**config.mk**
```make
export PLATFORM = sky130hd
export DESIGN_NAME = uart_ddr_wr_ctrl_flat
export DESIGN_NICKNAME = d
export VERILOG_FILES = /design/src/rtl/uart_ddr_wr_ctrl_if.sv /design/src/rtl/uart_ddr_wr_ctrl.sv /design/src/flat_wrapper.sv
export SDC_FILE = /design/constraint.sdc
export NUM_CORES = 1
export LEC_CHECK = 0
export ABC_AREA = 1
export CAP_MARGIN = 20
export CORE_MARGIN = 1.5
export CORE_UTILIZATION = 49
export CTS_BUF_LIST = sky130_fd_sc_hd__clkbuf_4
export DETAILED_ROUTE_END_ITERATION = 8
export PLACE_DENSITY = 0.78
export SLEW_MARGIN = 20
export SYNTH_ARGS = -nofsm -noshare
export SYNTH_HDL_FRONTEND = slang
export SYNTH_SLANG_ARGS = --single-unit
```
**constraint.sdc**
```tcl
create_clock -name sys_clk -period 17.6 [get_ports sys_clk]
set_input_delay 3.52 -clock sys_clk [delete_from_list [all_inputs] [get_ports sys_clk]]
set_output_delay 3.52 -clock sys_clk [all_outputs]
set_load 0.005 [all_outputs]
```
**src/rtl/uart_ddr_wr_ctrl_if.sv**
```systemverilog
// Packed-word input and DDR3 native app write channel, bundled for uart_ddr_wr_ctrl.
// slave is the controller side; master is the packer/memory-controller side.
interface uart_ddr_wr_ctrl_if #(
  parameter int ADDR_W = 28,
  parameter int DATA_W = 256
);
  logic                  in_valid;
  logic [DATA_W-1:0]     in_data;
  logic                  app_rdy;
  logic                  app_wdf_rdy;
  logic                  app_en;
  logic [2:0]            app_cmd;
  logic [ADDR_W-1:0]     app_addr;
  logic                  app_wdf_wren;
  logic                  app_wdf_end;
  logic [DATA_W-1:0]     app_wdf_data;
  logic [DATA_W/8-1:0]   app_wdf_mask;

  modport slave (
    input  in_valid, in_data, app_rdy, app_wdf_rdy,
    output app_en, app_cmd, app_addr, app_wdf_wren, app_wdf_end, app_wdf_data, app_wdf_mask
  );

  modport master (
    output in_valid, in_data, app_rdy, app_wdf_rdy,
    input  app_en, app_cmd, app_addr, app_wdf_wren, app_wdf_end, app_wdf_data, app_wdf_mask
  );
endinterface

```
**src/rtl/uart_ddr_wr_ctrl.sv**
```systemverilog
// Queues packed words in a small FIFO and issues one single-beat DDR3 write per word,
// walking a fixed address region that wraps at its end.
module uart_ddr_wr_ctrl #(
  parameter int ADDR_W    = 28,
  parameter int DATA_W    = 256,
  parameter int FIFO_AW   = 2,
  parameter int BASE_ADDR = 0,
  parameter int ADDR_STEP = 8,
  parameter int WR_LEN    = 1024
) (
  input  logic                 sys_clk,
  input  logic                 rst_n,
  input  logic                 init_calib_complete,
  uart_ddr_wr_ctrl_if.slave    bus,
  output logic                 overflow,
  output logic                 wr_done,
  output logic [15:0]          wr_cnt,
  output logic                 dbg_state
);
  // Valid/ready: a command (app_en/app_rdy) or data beat (app_wdf_wren/app_wdf_rdy)
  // transfers on a rising edge where both are high; valid then drops, and address and
  // data stay stable for as long as their valid is high.

  localparam int DEPTH = 1 << FIFO_AW;
  localparam logic [FIFO_AW:0]  FULL_CNT  = (FIFO_AW+1)'(DEPTH);
  localparam logic [ADDR_W-1:0] BASE      = ADDR_W'(BASE_ADDR);
  localparam logic [ADDR_W-1:0] STEP      = ADDR_W'(ADDR_STEP);
  localparam logic [ADDR_W-1:0] LAST_ADDR = ADDR_W'(BASE_ADDR + (WR_LEN - 1) * ADDR_STEP);

  typedef enum logic {IDLE, WRITE} state_t;
  state_t state, state_nxt;

  logic [DATA_W-1:0]  mem [DEPTH];
  logic [FIFO_AW-1:0] wr_ptr, rd_ptr;
  logic [FIFO_AW:0]   count;
  logic               full, empty, retire, push, start;

  assign full   = (count == FULL_CNT);
  assign empty  = (count == '0);
  assign retire = (state == WRITE) && (!bus.app_en || bus.app_rdy)
                  && (!bus.app_wdf_wren || bus.app_wdf_rdy);
  // Retiring frees a slot in the same cycle, so a full FIFO can still accept.
  assign push   = bus.in_valid && (!full || retire);
  assign start  = (state == IDLE) && !empty && init_calib_complete;

  assign bus.app_cmd      = 3'b000;
  assign bus.app_wdf_end  = bus.app_wdf_wren;
  assign bus.app_wdf_mask = '0;
  assign dbg_state        = (state == WRITE);

  always_comb begin
    state_nxt = state;
    case (state)
      IDLE:    if (start)  state_nxt = WRITE;
      WRITE:   if (retire) state_nxt = IDLE;
      default: state_nxt = IDLE;
    endcase
  end

  always_ff @(posedge sys_clk or negedge rst_n) begin
    if (!rst_n) state <= IDLE;
    else        state <= state_nxt;
  end

  always_ff @(posedge sys_clk) begin
    if (push) mem[wr_ptr] <= bus.in_data;
  end

  always_ff @(posedge sys_clk or negedge rst_n) begin
    if (!rst_n) begin
      wr_ptr   <= '0;
      rd_ptr   <= '0;
      count    <= '0;
      overflow <= 1'b0;
    end else begin
      if (push)   wr_ptr <= wr_ptr + 1'b1;
      if (retire) rd_ptr <= rd_ptr + 1'b1;
      case ({push, retire})
        2'b10:   count <= count + 1'b1;
        2'b01:   count <= count - 1'b1;
        default: count <= count;
      endcase
      if (bus.in_valid && !push) overflow <= 1'b1;
    end
  end

  always_ff @(posedge sys_clk or negedge rst_n) begin
    if (!rst_n) begin
      bus.app_en       <= 1'b0;
      bus.app_wdf_wren <= 1'b0;
      bus.app_wdf_data <= '0;
      bus.app_addr     <= BASE;
      wr_done          <= 1'b0;
      wr_cnt           <= '0;
    end else begin
      wr_done <= 1'b0;
      if (start) begin
        bus.app_wdf_data <= mem[rd_ptr];
        bus.app_en       <= 1'b1;
        bus.app_wdf_wren <= 1'b1;
      end else if (state == WRITE) begin
        if (bus.app_rdy)     bus.app_en       <= 1'b0;
        if (bus.app_wdf_rdy) bus.app_wdf_wren <= 1'b0;
      end
      if (retire) begin
        wr_cnt <= wr_cnt + 16'd1;
        if (bus.app_addr == LAST_ADDR) begin
          bus.app_addr <= BASE;
          wr_done      <= 1'b1;
        end else begin
          bus.app_addr <= bus.app_addr + STEP;
        end
      end
    end
  end
endmodule

```
**src/flat_wrapper.sv**
```systemverilog
// flat-port wrapper written by rule: the top's interface ports become plain ports
module uart_ddr_wr_ctrl_flat 
#(
  parameter int ADDR_W    = 28,
  parameter int DATA_W    = 256,
  parameter int FIFO_AW   = 2,
  parameter int BASE_ADDR = 0,
  parameter int ADDR_STEP = 8,
  parameter int WR_LEN    = 1024
)
  (sys_clk, rst_n, init_calib_complete, overflow, wr_done, wr_cnt, dbg_state, bus_in_valid, bus_in_data, bus_app_rdy, bus_app_wdf_rdy, bus_app_en, bus_app_cmd, bus_app_addr, bus_app_wdf_wren, bus_app_wdf_end, bus_app_wdf_data, bus_app_wdf_mask);
  uart_ddr_wr_ctrl_if #(.ADDR_W(ADDR_W), .DATA_W(DATA_W)) bus_i ();
  input  logic sys_clk;
  input  logic rst_n;
  input  logic init_calib_complete;
  output logic overflow;
  output logic wr_done;
  output logic [15:0] wr_cnt;
  output logic dbg_state;
  input wire logic [$bits(bus_i.in_valid)-1:0] bus_in_valid;
  input wire logic [$bits(bus_i.in_data)-1:0] bus_in_data;
  input wire logic [$bits(bus_i.app_rdy)-1:0] bus_app_rdy;
  input wire logic [$bits(bus_i.app_wdf_rdy)-1:0] bus_app_wdf_rdy;
  output wire logic [$bits(bus_i.app_en)-1:0] bus_app_en;
  output wire logic [$bits(bus_i.app_cmd)-1:0] bus_app_cmd;
  output wire logic [$bits(bus_i.app_addr)-1:0] bus_app_addr;
  output wire logic [$bits(bus_i.app_wdf_wren)-1:0] bus_app_wdf_wren;
  output wire logic [$bits(bus_i.app_wdf_end)-1:0] bus_app_wdf_end;
  output wire logic [$bits(bus_i.app_wdf_data)-1:0] bus_app_wdf_data;
  output wire logic [$bits(bus_i.app_wdf_mask)-1:0] bus_app_wdf_mask;
  assign bus_i.in_valid = bus_in_valid;
  assign bus_i.in_data = bus_in_data;
  assign bus_i.app_rdy = bus_app_rdy;
  assign bus_i.app_wdf_rdy = bus_app_wdf_rdy;
  assign bus_app_en = bus_i.app_en;
  assign bus_app_cmd = bus_i.app_cmd;
  assign bus_app_addr = bus_i.app_addr;
  assign bus_app_wdf_wren = bus_i.app_wdf_wren;
  assign bus_app_wdf_end = bus_i.app_wdf_end;
  assign bus_app_wdf_data = bus_i.app_wdf_data;
  assign bus_app_wdf_mask = bus_i.app_wdf_mask;
  uart_ddr_wr_ctrl #(.ADDR_W(ADDR_W), .DATA_W(DATA_W), .FIFO_AW(FIFO_AW), .BASE_ADDR(BASE_ADDR), .ADDR_STEP(ADDR_STEP), .WR_LEN(WR_LEN)) u_core (.sys_clk(sys_clk), .rst_n(rst_n), .init_calib_complete(init_calib_complete), .bus(bus_i), .overflow(overflow), .wr_done(wr_done), .wr_cnt(wr_cnt), .dbg_state(dbg_state));
endmodule
```
==> impl_metrics.yaml <==
floorplan:
  fp.dieW_um: 324
  initial_cell_density_of_the_core_pct: 49.6
  coreArea_mm2: 0.102
  die_h_um: 324
  rows: 117
  boundaryPins: 603
  fp.dieArea_mm2: 0.105
sta:
  max_slew.worst_pin.slew_ns: 1.53
  maxClockFrequency_mhz: 161
  hold-worst-slack_ns: 0.477
  timing.final.setup_violations: 0
  slew_headroom_pct: -1.87
  timing.final.crit_period_ns: 6.23
  grt_setup_unrepaired: "false"
  fin_worst_skew_ns: 0.102
  setup_total_negative_slack_ns: 0
  finalCritPeriodShare_pct: 35.4
  final-max-slew-violation-count: 72
  timing_hold_violations_final: 0
synth:
  ys_async_sr_fraction_pct: 23.2
  postSynth.topFlopCell: "sky130_fd_sc_hd__edfxtp_1"
  synth-seq-cells: 1333
  synth-seq-area-share_pct: 76.1
  number_of_enable_type_register_cells_in_the_synthesized_netlist: 1024
  synth_cell_types: 30
  postSynthCellCount: 4010
  mappedNetlistArea_mm2: 0.0506
  synth_area_per_cell_um2: 12.6
  synth-warning-count: 0
grt:
  globalRouteTotalUtil_pct: 23.2
  number_of_antenna_violations_at_the_first_check_in_global_routing: 35
  first_pass_grt_wire_length_mm: 187
  maximum_number_of_pins_on_one_net_before_global_route_repair: 233
  via_count_of_the_first_global_routing_pass: 33900
  residual_overflow_from_global_routing: 0
cts:
  clk-insertion-delay-late_ns: 1.17
  tritoncts.num_buffers: 343
  tritoncts: "yes"
  cts_sinks: 1333
  cts.clk_slew.worst_paths_ns: 0.06
  ctsHtreeMaxLevel: 5
  cts.root.buffer_cell: "sky130_fd_sc_hd__clkbuf_4"
  cts_setup_buffers: 0
  cts_max_path_bufs: 4
  postCtsHoldBufs: 0
  post_cts_resize_count: 0
worst_setup_path:
  worst-r2r-setup-slack_ns: 13.37
  timing.setup.critical_path_class: "primary input to register"
  launching_element_type_of_the_critical_path: "primary input"
  timing.critical_path.from: "bus_app_rdy"
  critical-path-max-stage-delay_ns: 0.86
  r2r_start: "u_core.rd_ptr[0]$_DFFE_PN0P_"
  cp_data_arrival_time_ns: 6.94
  crit_path_cell_trace: "clkdlybuf4s50_1 -> inv_1 -> nand2_1 -> nand3_1 -> buf_4 -> nand3_1 -> nand2_1 -> nor2_4 -> buf_12 -> buf_4"
  crit-reg2reg-capture: "u_core.bus.app_wdf_data[100]$_DFFE_PN0P_"
  worst_setup_path_endpoint: "u_core.mem[0][88]$_DFFE_PP_"
  crit_path_max_fanout: 147
  ff2ff_path_depth: 7
  worstPathRequired_ns: 18.31
  timing.critical_path.to_type: "register"
  critical-path-slowest-cell: "sky130_fd_sc_hd__buf_4"
placed_design:
  gp_congestion: 0.888
  buffer_ports.inserted: 564
  post-dp-hpwl_mm: 69.3
power_and_ir_drop:
  total_leakage_power_nw: 23.3
  max-vdd-ir-drop_mv: 0.108
  pwr_density_mw_per_mm2: 169
drt:
  remaining_drc_errors: 0
  drt_pre_antenna_iters: 6
  detailroute.via_count: 33900
  drt.antenna.violating_nets: 0
  totalWireLength_mm: 123
  drt-vias-per-instance: 5.31
  drt-wirelength-per-cell_um: 19.3
  detailedRoute.firstIterationViolations: 2893
layout:
  layout_common_cells: "1024 x sky130_fd_sc_hd__edfxtp_1, 893 x sky130_fd_sc_hd__nand2_1, 565 x sky130_fd_sc_hd__nor2_1, 563 x sky130_fd_sc_hd__clkdlybuf4s50_1, 527 x sky130_fd_sc_hd__clkbuf_4"
  share_of_post_route_cells_with_drive_strength_above_1_pct: 12.0
  layout.cells.most_common: "sky130_fd_sc_hd__edfxtp_1"
  num-nets-final: 4991
  num-fill-cells: 7679
  area_growth_from_synthesis_to_final_layout_pct: 21.6
run_status:
  failed_checks: "max-slew violations"
  run_status: "finished, violations left"
worst_hold_path:
  hold_path_class: "register to register"
run:
  drv.max_cap_violation_count: 0
[synth_stat cells (6+ instances only)]
cell type | number | area [µm²]
sky130_fd_sc_hd__ha_1 | 6 | 75.1
sky130_fd_sc_hd__buf_2 | 97 | 485
sky130_fd_sc_hd__inv_1 | 59 | 221
sky130_fd_sc_hd__nand4_1 | 13 | 81.3
sky130_fd_sc_hd__nor2_1 | 569 | 2140
sky130_fd_sc_hd__buf_4 | 62 | 465
sky130_fd_sc_hd__nor3_1 | 13 | 65.1
sky130_fd_sc_hd__buf_6 | 7 | 78.8
sky130_fd_sc_hd__edfxtp_1 | 1024 | 30700
sky130_fd_sc_hd__clkbuf_1 | 99 | 372
sky130_fd_sc_hd__o22ai_1 | 256 | 1600
sky130_fd_sc_hd__o21ai_1 | 33 | 165
sky130_fd_sc_hd__o21ai_0 | 485 | 2430
sky130_fd_sc_hd__xnor2_1 | 11 | 96.3
sky130_fd_sc_hd__dfrtp_1 | 309 | 7730
sky130_fd_sc_hd__nand2_1 | 893 | 3350
sky130_fd_sc_hd__xor2_1 | 13 | 114
sky130_fd_sc_hd__nand3_1 | 38 | 190
[worst min path at each step]
stage,start,end,cells past startpoint
final,u_core.bus.app_wdf_data[34]$_DFFE_PN0P_,u_core.bus.app_wdf_data[34]$_DFFE_PN0P_,2
after global routing,u_core.bus.app_wdf_data[121]$_DFFE_PN0P_,u_core.bus.app_wdf_data[121]$_DFFE_PN0P_,2
after CTS,u_core.bus.app_wdf_data[34]$_DFFE_PN0P_,u_core.bus.app_wdf_data[34]$_DFFE_PN0P_,2
after detailed placement,u_core.bus.app_wdf_data[74]$_DFFE_PN0P_,u_core.bus.app_wdf_data[74]$_DFFE_PN0P_,2
after global placement,u_core.bus.app_wdf_data[169]$_DFFE_PN0P_,u_core.bus.app_wdf_data[169]$_DFFE_PN0P_,2
after floorplan,u_core.count[0]$_DFFE_PN0P_,u_core.count[0]$_DFFE_PN0P_,1
[routing by layer]
layer | up-vias | track usage, % | part of all wire, %
met4 | 18 | 13.1 | 3.8
met1 | 16400 | 27.1 | 38
li1 | 15700 | - | -
met2 | 1430 | 38.6 | 50
met3 | 266 | 6.31 | 7.8
met5 | - | 0 | 0.10
[logic make-up after synthesis]
group / share of synthesized area (%)
fa+ha+maj: 0.188
other cells: 0.00742
simple gates: 11.6
flops: 76.1
buf+inv: 3.27
xor+xnor: 0.416
compound gates: 8.40
[final cells by class]
type / count / area, µm² / share of cell area, %
clock buffer: 527 / 3960 / 6.43
antenna: 29 / 72.6 / 0.118
sequential: 1333 / 38500 / 62.6
timing repair buffer: 599 / 5980 / 9.72
clock inverter: 78 / 433 / 0.704
inverter: 61 / 258 / 0.419
tap: 1368 / 1710 / 2.78
multi-input combinational: 2384 / 10600 / 17.2
[state kept, by name, summed over array words and instances, names as in the netlist, 2 cells and up]
signal,flops
u_core.bus.app_wdf_data,256
u_core.mem,1024
u_core.wr_ptr,2
u_core.rd_ptr,2
u_core.count,3
u_core.bus.app_addr,25
u_core.wr_cnt,16
[worst max-delay path: cells and delay by family]
family                 cells  cell delay (ns)
buffers and inverters      5             2.23
and+or+nand+nor            5             0.77
[through the flow]
stage	area, µm²	utilization (%)	instances	power [mW]	setup WS (ns)
5_1_grt	61500	60.3	6375	11.0	11.40
2_1_floorplan	50700	-	4047	6.58	2.02
4_1_cts	61400	60.2	6350	10.4	11.59
6_report	61500	60.3	6379	10.4	11.37
3_3_place_gp	57000	55.9	5745	7.70	10.34
3_5_place_dp	57000	55.9	5745	7.79	10.33
[power breakdown]
group | switching, mW | leakage [nW] | internal (mW) | total [mW]
combinational | 1.96 | 7.43 | 1.19 | 3.15
clock | 1.21 | 2.63 | 1.42 | 2.63
sequential | 0.353 | 13.2 | 4.24 | 4.59
Power figures use the tool's default switching activity.
